`src/rtl/seq_restoring_divider.sv`:
```
// Unsigned restoring divider, one quotient bit per clock; a divisor of zero gives q=all ones, r=dividend.
// Latency WIDTH cycles from accept to o_valid (1 cycle for divide-by-zero when DIV_ZERO_ERR_EN is defined).
// Backpressure: o_ready only in IDLE; the result holds in DONE until i_ready is seen.

module carry_lookahead_adder #(
    parameter int WIDTH = 9
) (
    input  logic [WIDTH-1:0] a_i,
    input  logic [WIDTH-1:0] b_i,
    input  logic             cin_i,
    output logic [WIDTH-1:0] sum_o
);
    logic [WIDTH-1:0] gen;
    logic [WIDTH-1:0] prop;
    logic [WIDTH-1:0] carry;
    logic             acc;

    assign gen  = a_i & b_i;
    assign prop = a_i ^ b_i;

    // Each carry is expanded from cin and generate/propagate, not taken from the neighbouring carry.
    always_comb begin
        carry = '0;
        acc   = 1'b0;
        for (int i = 0; i < WIDTH; i++) begin
            acc = cin_i;
            for (int j = 0; j < i; j++) begin
                acc = gen[j] | (prop[j] & acc);
            end
            carry[i] = acc;
        end
    end

    assign sum_o = prop ^ carry;
endmodule

module seq_restoring_divider #(
    parameter int WIDTH = 8
) (
    input  logic             i_clk,
    input  logic             i_rst_n,
    input  logic             i_valid,
    output logic             o_ready,
    input  logic [WIDTH-1:0] i_dividend,
    input  logic [WIDTH-1:0] i_divisor,
    output logic             o_valid,
    input  logic             i_ready,
    output logic [WIDTH-1:0] o_quotient,
    output logic [WIDTH-1:0] o_remainder
`ifdef DIV_ZERO_ERR_EN
    ,
    output logic             o_div_zero
`endif
);
    localparam int CW = $clog2(WIDTH);

    typedef enum logic [1:0] {S_IDLE, S_BUSY, S_DONE} state_t;

    state_t           state_q, state_d;
    logic [WIDTH-1:0] dvd_q, dvd_d;
    logic [WIDTH-1:0] dsr_q, dsr_d;
    logic [WIDTH-1:0] rem_q, rem_d;
    logic [WIDTH-1:0] quo_q, quo_d;
    logic [WIDTH-1:0] res_rem_q, res_rem_d;
    logic [CW-1:0]    cnt_q, cnt_d;
`ifdef DIV_ZERO_ERR_EN
    logic             dz_q, dz_d;
`endif

    logic [WIDTH:0]   trial_a;
    logic [WIDTH:0]   trial_sum;
    logic             qbit;
    logic [WIDTH-1:0] rem_step;
    logic [WIDTH-1:0] dvd_step;

    // Trial subtraction r' - divisor as r' + ~{0,divisor} + 1; bit WIDTH set means borrow.
    assign trial_a = {rem_q, dvd_q[WIDTH-1]};

    carry_lookahead_adder #(.WIDTH(WIDTH + 1)) u_trial (
        .a_i   (trial_a),
        .b_i   (~{1'b0, dsr_q}),
        .cin_i (1'b1),
        .sum_o (trial_sum)
    );

    assign qbit     = ~trial_sum[WIDTH];
    assign rem_step = qbit ? trial_sum[WIDTH-1:0] : trial_a[WIDTH-1:0];
    assign dvd_step = {dvd_q[WIDTH-2:0], qbit};

    always_comb begin
        state_d   = state_q;
        dvd_d     = dvd_q;
        dsr_d     = dsr_q;
        rem_d     = rem_q;
        quo_d     = quo_q;
        res_rem_d = res_rem_q;
        cnt_d     = cnt_q;
`ifdef DIV_ZERO_ERR_EN
        dz_d      = dz_q;
`endif
        case (state_q)
            S_IDLE: begin
                if (i_valid) begin
                    dvd_d   = i_dividend;
                    dsr_d   = i_divisor;
                    rem_d   = '0;
                    cnt_d   = CW'(WIDTH - 1);
                    state_d = S_BUSY;
`ifdef DIV_ZERO_ERR_EN
                    // Zero divisor: one pass through BUSY with count 0 finishes the op.
                    dz_d = (i_divisor == '0);
                    if (i_divisor == '0) begin
                        cnt_d = '0;
                    end
`endif
                end
            end
            S_BUSY: begin
                dvd_d = dvd_step;
                rem_d = rem_step;
                if (cnt_q == '0) begin
                    state_d   = S_DONE;
                    quo_d     = dvd_step;
                    res_rem_d = rem_step;
`ifdef DIV_ZERO_ERR_EN
                    if (dz_q) begin
                        quo_d     = '1;
                        res_rem_d = dvd_q;
                    end
`endif
                end else begin
                    cnt_d = cnt_q - 1'b1;
                end
            end
            S_DONE: begin
                if (i_ready) begin
                    state_d = S_IDLE;
                end
            end
            default: state_d = S_IDLE;
        endcase
    end

    always_ff @(posedge i_clk or negedge i_rst_n) begin
        if (!i_rst_n) begin
            state_q   <= S_IDLE;
            dvd_q     <= '0;
            dsr_q     <= '0;
            rem_q     <= '0;
            quo_q     <= '0;
            res_rem_q <= '0;
            cnt_q     <= '0;
`ifdef DIV_ZERO_ERR_EN
            dz_q      <= 1'b0;
`endif
        end else begin
            state_q   <= state_d;
            dvd_q     <= dvd_d;
            dsr_q     <= dsr_d;
            rem_q     <= rem_d;
            quo_q     <= quo_d;
            res_rem_q <= res_rem_d;
            cnt_q     <= cnt_d;
`ifdef DIV_ZERO_ERR_EN
            dz_q      <= dz_d;
`endif
        end
    end

    assign o_ready     = (state_q == S_IDLE);
    assign o_valid     = (state_q == S_DONE);
    assign o_quotient  = quo_q;
    assign o_remainder = res_rem_q;
`ifdef DIV_ZERO_ERR_EN
    assign o_div_zero  = dz_q;
`endif
endmodule

```
`config.mk`:
```
export PLATFORM = sky130hd
export DESIGN_NAME = seq_restoring_divider
export DESIGN_NICKNAME = d
export VERILOG_FILES = /design/src/rtl/seq_restoring_divider.sv
export SDC_FILE = /design/constraint.sdc
export NUM_CORES = 1
export LEC_CHECK = 0
export ABC_AREA = 1
export ABC_CLOCK_PERIOD_IN_PS = 7100
export CAP_MARGIN = 10
export CORE_MARGIN = 5
export CORE_UTILIZATION = 57
export DETAILED_ROUTE_END_ITERATION = 12
export MAX_ROUTING_LAYER = met4
export PLACE_DENSITY = 0.82
export SLEW_MARGIN = 25
export SYNTH_ARGS = -nofsm -noshare
export SYNTH_HDL_FRONTEND = slang
export SYNTH_HIERARCHICAL = 1
export SYNTH_SLANG_ARGS = --single-unit
export TNS_END_PERCENT = 20
```
`constraint.sdc`:
```
create_clock -name i_clk -period 7.1 [get_ports i_clk]
set_input_delay 1.065 -clock i_clk [delete_from_list [all_inputs] [get_ports i_clk]]
set_output_delay 1.065 -clock i_clk [all_outputs]
set_load 0.02 [all_outputs]
```
==> metrics.md, run 1 <==
| Metric | Value |
|---|---|
| Post-route minimum period | `4630 ps` |
| Reg power frac | `36.7%` |
| Routability cong. | `0.843` |
| Gate Count Post-Synth | `287` |
| Clk pwr share | `12.1%` |
| Most instantiated library cell after synthesis | `nand2_1` |
| Max VDD drop | `0.199 mV` |
| DP HPWL | `3.27 mm` |
| Clock Pin Slew Worst Setup and Hold Paths | `80 ps` |
| Pre-CTS setup slack | `2510 ps` |
| Area of the multi-input gates | `983 um2` |
| GRT Overall Usage | `19.2%` |
| Synth unique cells | `20` |
| Endpoint type of the worst setup path | `flip-flop` |
| Layout area overhead | `19.4%` |
| Outcome | `completed` |
| Sequential area share after synthesis | `49.4%` |
| Final period util | `65.3%` |
| Cts hold-fix bufs | `0` |
| Max_slew headroom | `52.1%` |
| P_sw | `0.000553 W` |
| Critical path peak fanout | `10` |
| Initial DRC count | `153` |
| Vias per cell | `4.97` |
| CTS resizes | `0` |
| CTS Buffer Depth | `2` |
| Routed len/inst | `11.7 um` |
| Int Power | `0.000694 W` |
| Row count | `23` |
| First-pass GRT wire length | `7.72 mm` |
| CTS tree | `done` |
| Crit path DAT | `4820 ps` |
| Max Slew Vio Count | `0` |
| Die area | `0.00536 mm2` |
| Achievable Freq | `216 MHz` |
| Synth Area per Inst | `7.94 um2` |
| Setup repair after global routing missed its margin | `false` |
| Layout Nets | `353` |
| Async S/R FF share, synth | `100%` |
| Die Width | `73.2 um` |
| # setup viols final | `0` |
| Worst Hold Class | `reg -> reg` |
| Worst hold path depth | `2` |
| Post-synth top flop | `dfrtp_1` |
| Initial antenna violation count | `0` |
| Top cells by count, synth | `nand2_1 (150), dfrtp_1 (45), inv_1 (22)` |
| Setup bufs post-CTS | `0` |
| # fillers | `337` |
| Number of flops mapped to enable cells by yosys | `0` |
| Final number of hold-violating endpoints | `0` |
| Initial Util | `57.8%` |
| FF/Latch Area | `0.00113 mm2` |
| Leakage | `1.50 nW` |
| Combinational share of power | `51.2%` |
| Required time worst endpoint | `7290 ps` |
| Post-synth top area share | `49.4%` |
| Cts bufs inserted | `5` |
| Router iterations before antenna repair | `4` |
| Drc violations | `0` |
| Cell Area, Synth | `0.00228 mm2` |
| WS Path Type | `reg -> reg` |
| Ant diodes | `0` |
| Maximum capacitance violations | `0` |
| Layout cell share with drive strength beyond 1 | `4.32%` |
| Die Y | `73.2 um` |
| Number of global-route vias before repair | `1749` |
| Final Power | `0.00125 W` |
| Top cells by area, synth | `dfrtp_1 (49%), nand2_1 (25%), fa_1 (7.0%)` |
| Clock Latency Late Sink | `290 ps` |
| CTS H-tree depth | `2` |
| Gr ovfl total | `0` |
| Setup Skew | `6.24 ps` |
| Yosys top cell by area | `dfrtp_1` |
| Setup TNS | `0 ps` |
| Count of input and output buffers | `37` |
| Warnings, synthesis | `6` |
| CTS Sinks | `45` |
| Largest net degree at the start of global routing | `46` |
| Setup ws final | `2470 ps` |
| Core ar. | `0.00394 mm2` |
| Power density over cell area | `458 mW/mm2` |
| Slew @ Worst Pin | `717 ps` |
| Reg2Reg Depth | `18` |
| IO Count | `38` |
| Post-DRT Antenna Nets | `0` |
| Detailed-route via count | `1860` |
| Drt total wl | `4.39 mm` |
| Startpoint Class | `flip-flop` |
| CTS Root Cell | `clkbuf_8` |
| Sw Ratio | `44.3%` |
| Synthesis-stage register bit count | `45` |
sequential cells by signal, indices dropped and copies added (netlist names):
signal	cells
dvd_q	8
state_q	2
o_quotient	8
cnt_q	3
o_remainder	8
dsr_q	8
rem_q	8
metal layers:
layer | global-route usage, % | up-vias | wire (um)
met3 | 4.41 | 5 | 274
met5 | - | - | 0
li1 | - | 925 | -
met1 | 26.1 | 886 | 1960
met4 | 3.89 | 0 | 34
met2 | 29.6 | 44 | 2120
worst max-delay path, cell delays in order, from the launching register on:
cell and delay (ps):
dfrtp_1 400, inv_1 90, fa_1 170, inv_1 50, fa_1 380, fa_1 390, fa_1 400, fa_1 420
fa_1 390, fa_1 390, fa_1 390, inv_1 70, nand3_1 60, nand2_1 270, clkinv_1 310, nand2_1 120
nand2_1 70, nand2_1 100, nand2_1 60
cell usage in the layout, fill, tap and decap left out, types with 2 or more instances in the layout:
master	instances
fa_1	8
inv_1	22
nand3_1	18
nor2_1	13
clkdlybuf4s50_1	36
ha_1	2
clkinv_2	2
a21oi_1	8
nand2_1	150
inv_2	2
clkbuf_8	5
conb_1	4
dfrtp_1	45
final timing paths:
path | start | endpoint | slack (ps)
min in group asynchronous | i_rst_n | o_quotient[2]$_DFFE_PN0P_ | 750
max in group asynchronous | i_rst_n | dsr_q[0]$_DFFE_PN0P_ | 5960
min | o_quotient[4]$_DFFE_PN0P_ | o_quotient[4]$_DFFE_PN0P_ | 480
max | dvd_q[7]$_DFFE_PN0P_ | o_remainder[6]$_DFFE_PN0P_ | 2470
min reg2reg | o_quotient[4]$_DFFE_PN0P_ | o_quotient[4]$_DFFE_PN0P_ | 480
max reg2reg | dvd_q[7]$_DFFE_PN0P_ | o_remainder[6]$_DFFE_PN0P_ | 2470
logic make-up after synthesis:
kind of cell               share of synthesized area, %
AOI/OAI and AO/OA                                  2.31
adders and majority gates                          8.12
buffers and inverters                              7.96
DFF                                                49.4
other                                             0.164
and+or+nand+nor                                    32.1
power by group through the flow:
stage / clock network [W] / logic (W) / registers, W
global route: 0.000165 / 0.000736 / 0.000476
global placement: 0 / 0.000615 / 0.000459
floorplan: 0 / 0.000429 / 0.000491
detailed placement: 0 / 0.000645 / 0.000463
finish: 0.000151 / 0.000639 / 0.000458
CTS: 0.000156 / 0.000645 / 0.000458
area by class of cell:
type | instances | area share [%]
multi-input combinational | 208 | 36.1
tap | 50 | 2.30
clock inverter | 2 | 0.368
inverter | 26 | 3.68
timing repair buffer | 37 | 13.5
clock buffer | 6 | 2.67
sequential | 45 | 41.4
stage by stage:
step / std cells / utilization [%] / instance area, um2 / hold slack, ps
final: 374 / 69.1 / 2720 / 482
after global routing: 374 / 69.1 / 2720 / 516
after CTS: 374 / 69.0 / 2720 / 488
after detailed placement: 366 / 66.9 / 2640 / 466
after global placement: 366 / 66.9 / 2640 / 461
after floorplan: 290 / - / 2290 / 464
Note: power is estimated with default switching activity, not from simulation.
==> inputs of run 2 (changes only) <==
--- a/config.mk
+++ b/config.mk
@@ -6,13 +6,13 @@
 export NUM_CORES = 1
 export LEC_CHECK = 0
 export ABC_AREA = 1
-export ABC_CLOCK_PERIOD_IN_PS = 7100
+export ABC_CLOCK_PERIOD_IN_PS = 4100
 export CAP_MARGIN = 10
 export CORE_MARGIN = 5
-export CORE_UTILIZATION = 57
+export CORE_UTILIZATION = 48
 export DETAILED_ROUTE_END_ITERATION = 12
 export MAX_ROUTING_LAYER = met4
-export PLACE_DENSITY = 0.82
+export PLACE_DENSITY = 0.73
 export SLEW_MARGIN = 25
 export SYNTH_ARGS = -nofsm -noshare
 export SYNTH_HDL_FRONTEND = slang
==> constraint.sdc (replaced) <==
create_clock -name i_clk -period 4.1 [get_ports i_clk]
set_input_delay 0.615 -clock i_clk [delete_from_list [all_inputs] [get_ports i_clk]]
set_output_delay 0.615 -clock i_clk [all_outputs]
set_load 0.02 [all_outputs]
==> run 2 against run 1 <==
Against the previous run: fmax is 18% higher; flip-flop and latch count did not move; clock power increased to 2.7 times the previous value; via count shrank 1.8%; utilization shrank 8.2 points; critical endpoint is now o_remainder[4]$_DFFE_PN0P_; clock skew grew 5.5 ps; non-clock buffer count up 3; first-iteration DRC count grew 3.3%; hold slack worse by 190 ps; clock-buffer cell count is 1 lower.
==> metrics.md, run 2 (synthesis gave the netlist of run 1 again) <==
| Metric | Value |
|---|---|
| Initial antenna violation count | `0` |
| Max_slew headroom | `55.0%` |
| Layout cell share with drive strength beyond 1 | `8.84%` |
| Cell mode on critical path | `fa_2` |
| Core ar. | `0.00466 mm2` |
| Cts bufs inserted | `5` |
| Clock Pin Slew Worst Setup and Hold Paths | `100 ps` |
| Cts hold-fix bufs | `0` |
| IO Count | `38` |
| CTS tree | `done` |
| Die Width | `78.9 um` |
| Outcome | `completed` |
| Placed Instances | `373` |
| Ant diodes | `0` |
| Initial DRC count | `158` |
| Max VDD drop | `0.337 mV` |
| Sw Ratio | `42.2%` |
| Startpoint Class | `flip-flop` |
| Count of input and output buffers | `37` |
| Most common cell after layout, fill and taps aside | `nand2_1` |
| Layout area overhead | `24.4%` |
| Final number of hold-violating endpoints | `0` |
| Pre-CTS setup slack | `-80.0 ps` |
| Post-DRT Antenna Nets | `0` |
| Leakage | `1.54 nW` |
| Largest net degree at the start of global routing | `46` |
| # setup viols final | `0` |
| Endpoint type of the worst setup path | `flip-flop` |
| Row count | `25` |
| Max Slew Vio Count | `0` |
| WHS | `295 ps` |
| Setup TNS | `0 ps` |
| GRT Overall Usage | `16.0%` |
| Achievable Freq | `255 MHz` |
| # fillers | `410` |
| Clock Latency Late Sink | `310 ps` |
| Die area | `0.00623 mm2` |
| Int Power | `0.00137 W` |
| Detailed-route via count | `1827` |
| Reg2Reg Depth | `18` |
| Number of global-route vias before repair | `1708` |
| Most frequent cells in the layout | `nand2_1 (148), dfrtp_1 (45), clkdlybuf4s50_1 (36), inv_1 (21), nand3_1 (18)` |
| WS Path Type | `reg -> reg` |
| First-pass GRT wire length | `7.72 mm` |
| Maximum capacitance violations | `0` |
| Drt total wl | `4.55 mm` |
| P_sw | `0.00100 W` |
| Setup Skew | `11.7 ps` |
| Max stage delay on crit path | `400 ps` |
| Setup ws final | `176 ps` |
| CTS Root Cell | `clkbuf_8` |
| Crit-path slowest cell | `dfrtp_1` |
| Post-route minimum period | `3920 ps` |
| Routed len/inst | `11.9 um` |
| CTS Buffer Depth | `2` |
| Crit path DAT | `4170 ps` |
| Required time worst endpoint | `4340 ps` |
| Critical path peak fanout | `5` |
| Combinational share of power | `49.2%` |
| Final period util | `95.7%` |
| Routability cong. | `0.837` |
| DP HPWL | `3.21 mm` |
| Initial Util | `48.9%` |
| Vias per cell | `4.78` |
| Slew @ Worst Pin | `673 ps` |
| Worst Hold Class | `in -> async` |
| Setup bufs post-CTS | `0` |
| Gr ovfl total | `0` |
| CTS H-tree depth | `2` |
| Die Y | `78.9 um` |
| Crit path cell chain | `inv_2 -> fa_1 -> inv_1 -> fa_1 -> fa_2 -> fa_2 -> fa_2 -> fa_2 -> fa_2 -> fa_2 -> inv_1 -> nand3_1 -> nand2_2 -> buf_4 -> nand2_1 -> nand2_1 -> nand2_1 -> nand2_1` |
| Router iterations before antenna repair | `4` |
| Final Non-Filler Cells | `382` |
| Power density over cell area | `836 mW/mm2` |
| CTS Sinks | `45` |
| Reg power frac | `33.7%` |
| Drc violations | `0` |
| Layout Nets | `357` |
| Clk pwr share | `17.2%` |
## run 2: power by group through the flow
stage / Sequential, W / Combinational (W) / Clock (W)
after floorplan: 0.000850 / 0.000745 / 0
after global placement: 0.000801 / 0.00111 / 0
after detailed placement: 0.000803 / 0.00114 / 0
after CTS: 0.000797 / 0.00116 / 0.000413
after global routing: 0.000831 / 0.00133 / 0.000433
final: 0.000798 / 0.00117 / 0.000407
## run 2: final cells by class
class,instances,area (um2),area share (%)
tap,54,67.6,2.38
timing repair buffer,40,394,13.9
sequential,45,1130,39.7
timing repair inverter,1,5.00,0.176
inverter,26,103,3.62
clock inverter,3,68.8,2.43
clock buffer,5,68.8,2.43
multi-input combinational,208,1000,35.4
## run 2: worst paths after layout
kind                                      startpoint                    endpoint  slack [ps]
max in group asynchronous                    i_rst_n  o_remainder[0]$_DFFE_PN0P_        3430
min                                          i_rst_n        dvd_q[7]$_DFFE_PN0P_         300
min in group i_clk         o_quotient[6]$_DFFE_PN0P_   o_quotient[6]$_DFFE_PN0P_         480
max                             dvd_q[7]$_DFFE_PN0P_  o_remainder[4]$_DFFE_PN0P_         180
max reg2reg                     dvd_q[7]$_DFFE_PN0P_  o_remainder[4]$_DFFE_PN0P_         180
min reg2reg                o_quotient[6]$_DFFE_PN0P_   o_quotient[6]$_DFFE_PN0P_         480
## run 2: worst max-delay path: cells and delay by family, from the launching register on
kind	cells	cell delay (ps)
and+or+nand+nor	6	490
adders and majority gates	8	2620
DFF	1	400
buffers and inverters	4	330
## run 2: what timing repair did
item	4_1_cts	5_1_grt
gates resized for setup	4	8
pin swaps	0	1
gates cloned	1	0
endpoints found under the setup margin	17	18
## run 2: per-layer routing
| metal | part of all wire [%] | track usage, % |
|---|---|---|
| met3 | 4.9 | 3.06 |
| met4 | 1.4 | 4.98 |
| met5 | 0 | - |
| met1 | 47 | 21.6 |
| met2 | 46 | 24.8 |
## run 2: metrics by stage
stage	utilization, %	power [W]	area (um2)
2_1_floorplan	-	0.00160	2290
3_3_place_gp	57.2	0.00191	2670
3_5_place_dp	57.2	0.00194	2670
4_1_cts	60.4	0.00237	2820
5_1_grt	60.9	0.00259	2840
6_report	60.9	0.00237	2840
==> inputs of run 3 (changes only) <==
--- a/config.mk
+++ b/config.mk
@@ -5,14 +5,13 @@
 export SDC_FILE = /design/constraint.sdc
 export NUM_CORES = 1
 export LEC_CHECK = 0
-export ABC_AREA = 1
 export ABC_CLOCK_PERIOD_IN_PS = 4100
 export CAP_MARGIN = 10
 export CORE_MARGIN = 5
-export CORE_UTILIZATION = 48
+export CORE_UTILIZATION = 47
 export DETAILED_ROUTE_END_ITERATION = 12
 export MAX_ROUTING_LAYER = met4
-export PLACE_DENSITY = 0.73
+export PLACE_DENSITY = 0.72
 export SLEW_MARGIN = 25
 export SYNTH_ARGS = -nofsm -noshare
 export SYNTH_HDL_FRONTEND = slang
==> run 3 against run 2 <==
Against the previous run: the run now ends with negative setup slack left; utilization is 1.2 points higher; hold slack better by 11 ps; critical path depth is 3 lower; global-route usage is 0.080 points higher; first-iteration DRC count is 51% lower; area after synthesis is 1.4% lower; synthesized cell count is 36% lower; clock-buffer cell count stayed put; non-clock buffer count is 5 higher; final area is 2.7% higher; register-to-register slack worse by 270 ps; highest routed layer unchanged.
==> metrics.md, run 3 <==
| Metric | Value |
|---|---|
| Clock Pin Slew Worst Setup and Hold Paths | `100 ps` |
| Violated checks | `negative setup slack` |
| Drt total wl | `4.46 mm` |
| Outcome | `complete, but fails checks` |
| CTS H-tree depth | `2` |
| Layout area overhead | `29.6%` |
| GRT Overall Usage | `16.1%` |
| Core ar. | `0.00469 mm2` |
| Maximum capacitance violations | `0` |
| WS Path Type | `reg -> reg` |
| Row count | `25` |
| Synth unique cells | `29` |
| Vias per cell | `5.17` |
| Worst Hold Class | `in -> async` |
| Placed Instances | `272` |
| # setup viols final | `17` |
| Synthesis-stage register bit count | `45` |
| Cts bufs inserted | `5` |
| Die Width | `79.1 um` |
| Drc violations | `0` |
| Setup repair after global routing missed its margin | `true` |
| Initial Util | `47.9%` |
| CTS Buffer Depth | `2` |
| Final number of hold-violating endpoints | `0` |
| Final Non-Filler Cells | `283` |
| Achievable Freq | `238 MHz` |
| Number of flops mapped to enable cells by yosys | `0` |
| Setup Skew | `12.4 ps` |
| Most common cell after layout, fill and taps aside | `dfrtp_1` |
| Most instantiated library cell after synthesis | `dfrtp_1` |
| Crit path DAT | `4410 ps` |
| Async S/R FF share, synth | `100%` |
| Die Y | `79.1 um` |
| Top cells by count, synth | `dfrtp_1 (45), inv_1 (19), o21ai_0 (18)` |
| IO Count | `38` |
| # fillers | `370` |
| Largest net degree at the start of global routing | `46` |
| Endpoint type of the worst setup path | `flip-flop` |
| Most frequent cells in the layout | `dfrtp_1 (45), clkdlybuf4s50_1 (36), inv_1 (16), nand2_1 (16)` |
| Placed cell area | `0.00264 mm2` |
| Sequential area share after synthesis | `50.1%` |
| Post-route minimum period | `4200 ps` |
| Post-synth top flop | `dfrtp_1` |
| Required time worst endpoint | `4310 ps` |
| Max Slew Vio Count | `0` |
| Initial DRC count | `78` |
| Slew @ Worst Pin | `953 ps` |
| Startpoint Class | `flip-flop` |
| Layout Nets | `258` |
| DP HPWL | `2.87 mm` |
| Detailed-route via count | `1463` |
| Routed len/inst | `15.8 um` |
| CTS Sinks | `45` |
| Gate Count Post-Synth | `185` |
| CTS Root Cell | `clkbuf_8` |
| Ant diodes | `0` |
| Max_slew headroom | `36.4%` |
| Die area | `0.00626 mm2` |
| Setup ws final | `-97.3 ps` |
| Initial antenna violation count | `0` |
| Warnings, synthesis | `6` |
| First-pass GRT wire length | `7.51 mm` |
| Post-DRT Antenna Nets | `0` |
| Post-synth top area share | `50.1%` |
| Count of input and output buffers | `37` |
| Cell Area, Synth | `0.00225 mm2` |
| Layout cell share with drive strength beyond 1 | `27.5%` |
| CTS tree | `done` |
| Routability cong. | `0.830` |
| Number of global-route vias before repair | `1533` |
| Router iterations before antenna repair | `4` |
| Fin util | `62.1%` |
| Yosys top cell by area | `dfrtp_1` |
| Clock Latency Late Sink | `300 ps` |
| Final period util | `102%` |
| Cts hold-fix bufs | `0` |
| Gr ovfl total | `0` |
| Top cells by area, synth | `dfrtp_1 (50%), mux2i_1 (7.6%), fa_1 (7.1%)` |
| Design area | `0.00291 mm2` |
| Critical path peak fanout | `4` |
| Synth Area per Inst | `12.1 um2` |
[run 3: routing by layer]
metal	vias up	GRT usage [%]	share of wire, %
li1	690	-	-
met1	720	20.9	46
met2	47	23.6	47
met3	6	6.24	5.8
met4	0	4.64	1.3
met5	-	-	0
[run 3: cell families after synthesis]
family / synth area share (%)
compound gates: 8.02
xor+xnor: 1.06
fa+ha+maj: 8.24
buf+inv: 7.74
flops: 50.1
mux: 16.8
other cells: 0.167
simple gates: 7.91
[run 3: area by class of cell]
cell class                 count  area (um2)  share of cell area, %
clock buffer                   5        68.8                   2.36
clock inverter                 3        21.3                  0.730
inverter                      19        71.3                   2.45
multi-input combinational    112        1100                   37.8
sequential                    45        1130                   38.7
tap                           54        67.6                   2.32
timing repair buffer          45         458                   15.7
[run 3: per-stage QoR]
step / hold WS [ps] / TNS (ps) / setup slack [ps]
2_1_floorplan: 319 / 0 / 15.2
3_3_place_gp: 482 / -2050 / -170
3_5_place_dp: 488 / -3160 / -231
4_1_cts: 501 / 0 / 0.751
5_1_grt: 338 / -2980 / -199
6_report: 306 / -1030 / -97.3
[run 3: timing repair]
action,in CTS,in global routing
resized for setup,12,29
pin swaps,1,5
setup endpoints to repair,17,17
cloned,1,0
buffers inserted,1,1
[run 3: critical path, cell delays in order (launching register included)]
cell and delay (ps):
dfrtp_1 370, inv_1 60, inv_2 50, fa_2 190
inv_2 40, fa_2 340, fa_2 350, fa_2 350
fa_2 340, fa_2 340, fa_2 340, fa_2 340
xor3_2 450, clkbuf_16 200, mux2i_4 190, o21ai_1 150
[run 3: path summary, 6_finish.rpt]
path / start / to / depth (start not counted) / slack (ps)
hold reg to reg: rem_q[7]$_DFFE_PN0P_ / rem_q[7]$_DFFE_PN0P_ / 2 / 500
hold / removal: i_rst_n / dvd_q[5]$_DFFE_PN0P_ / 1 / 310
min in group i_clk: rem_q[7]$_DFFE_PN0P_ / rem_q[7]$_DFFE_PN0P_ / 2 / 500
setup reg to reg: dsr_q[0]$_DFFE_PN0P_ / rem_q[2]$_DFFE_PN0P_ / 15 / -100
max in group asynchronous: i_rst_n / dvd_q[7]$_DFFE_PN0P_ / 1 / 3410
setup / recovery: dsr_q[0]$_DFFE_PN0P_ / rem_q[2]$_DFFE_PN0P_ / 15 / -100
Power of run 3 is not shown: default switching activity piles up to over one toggle a cycle in this logic, so the estimate is an artifact.
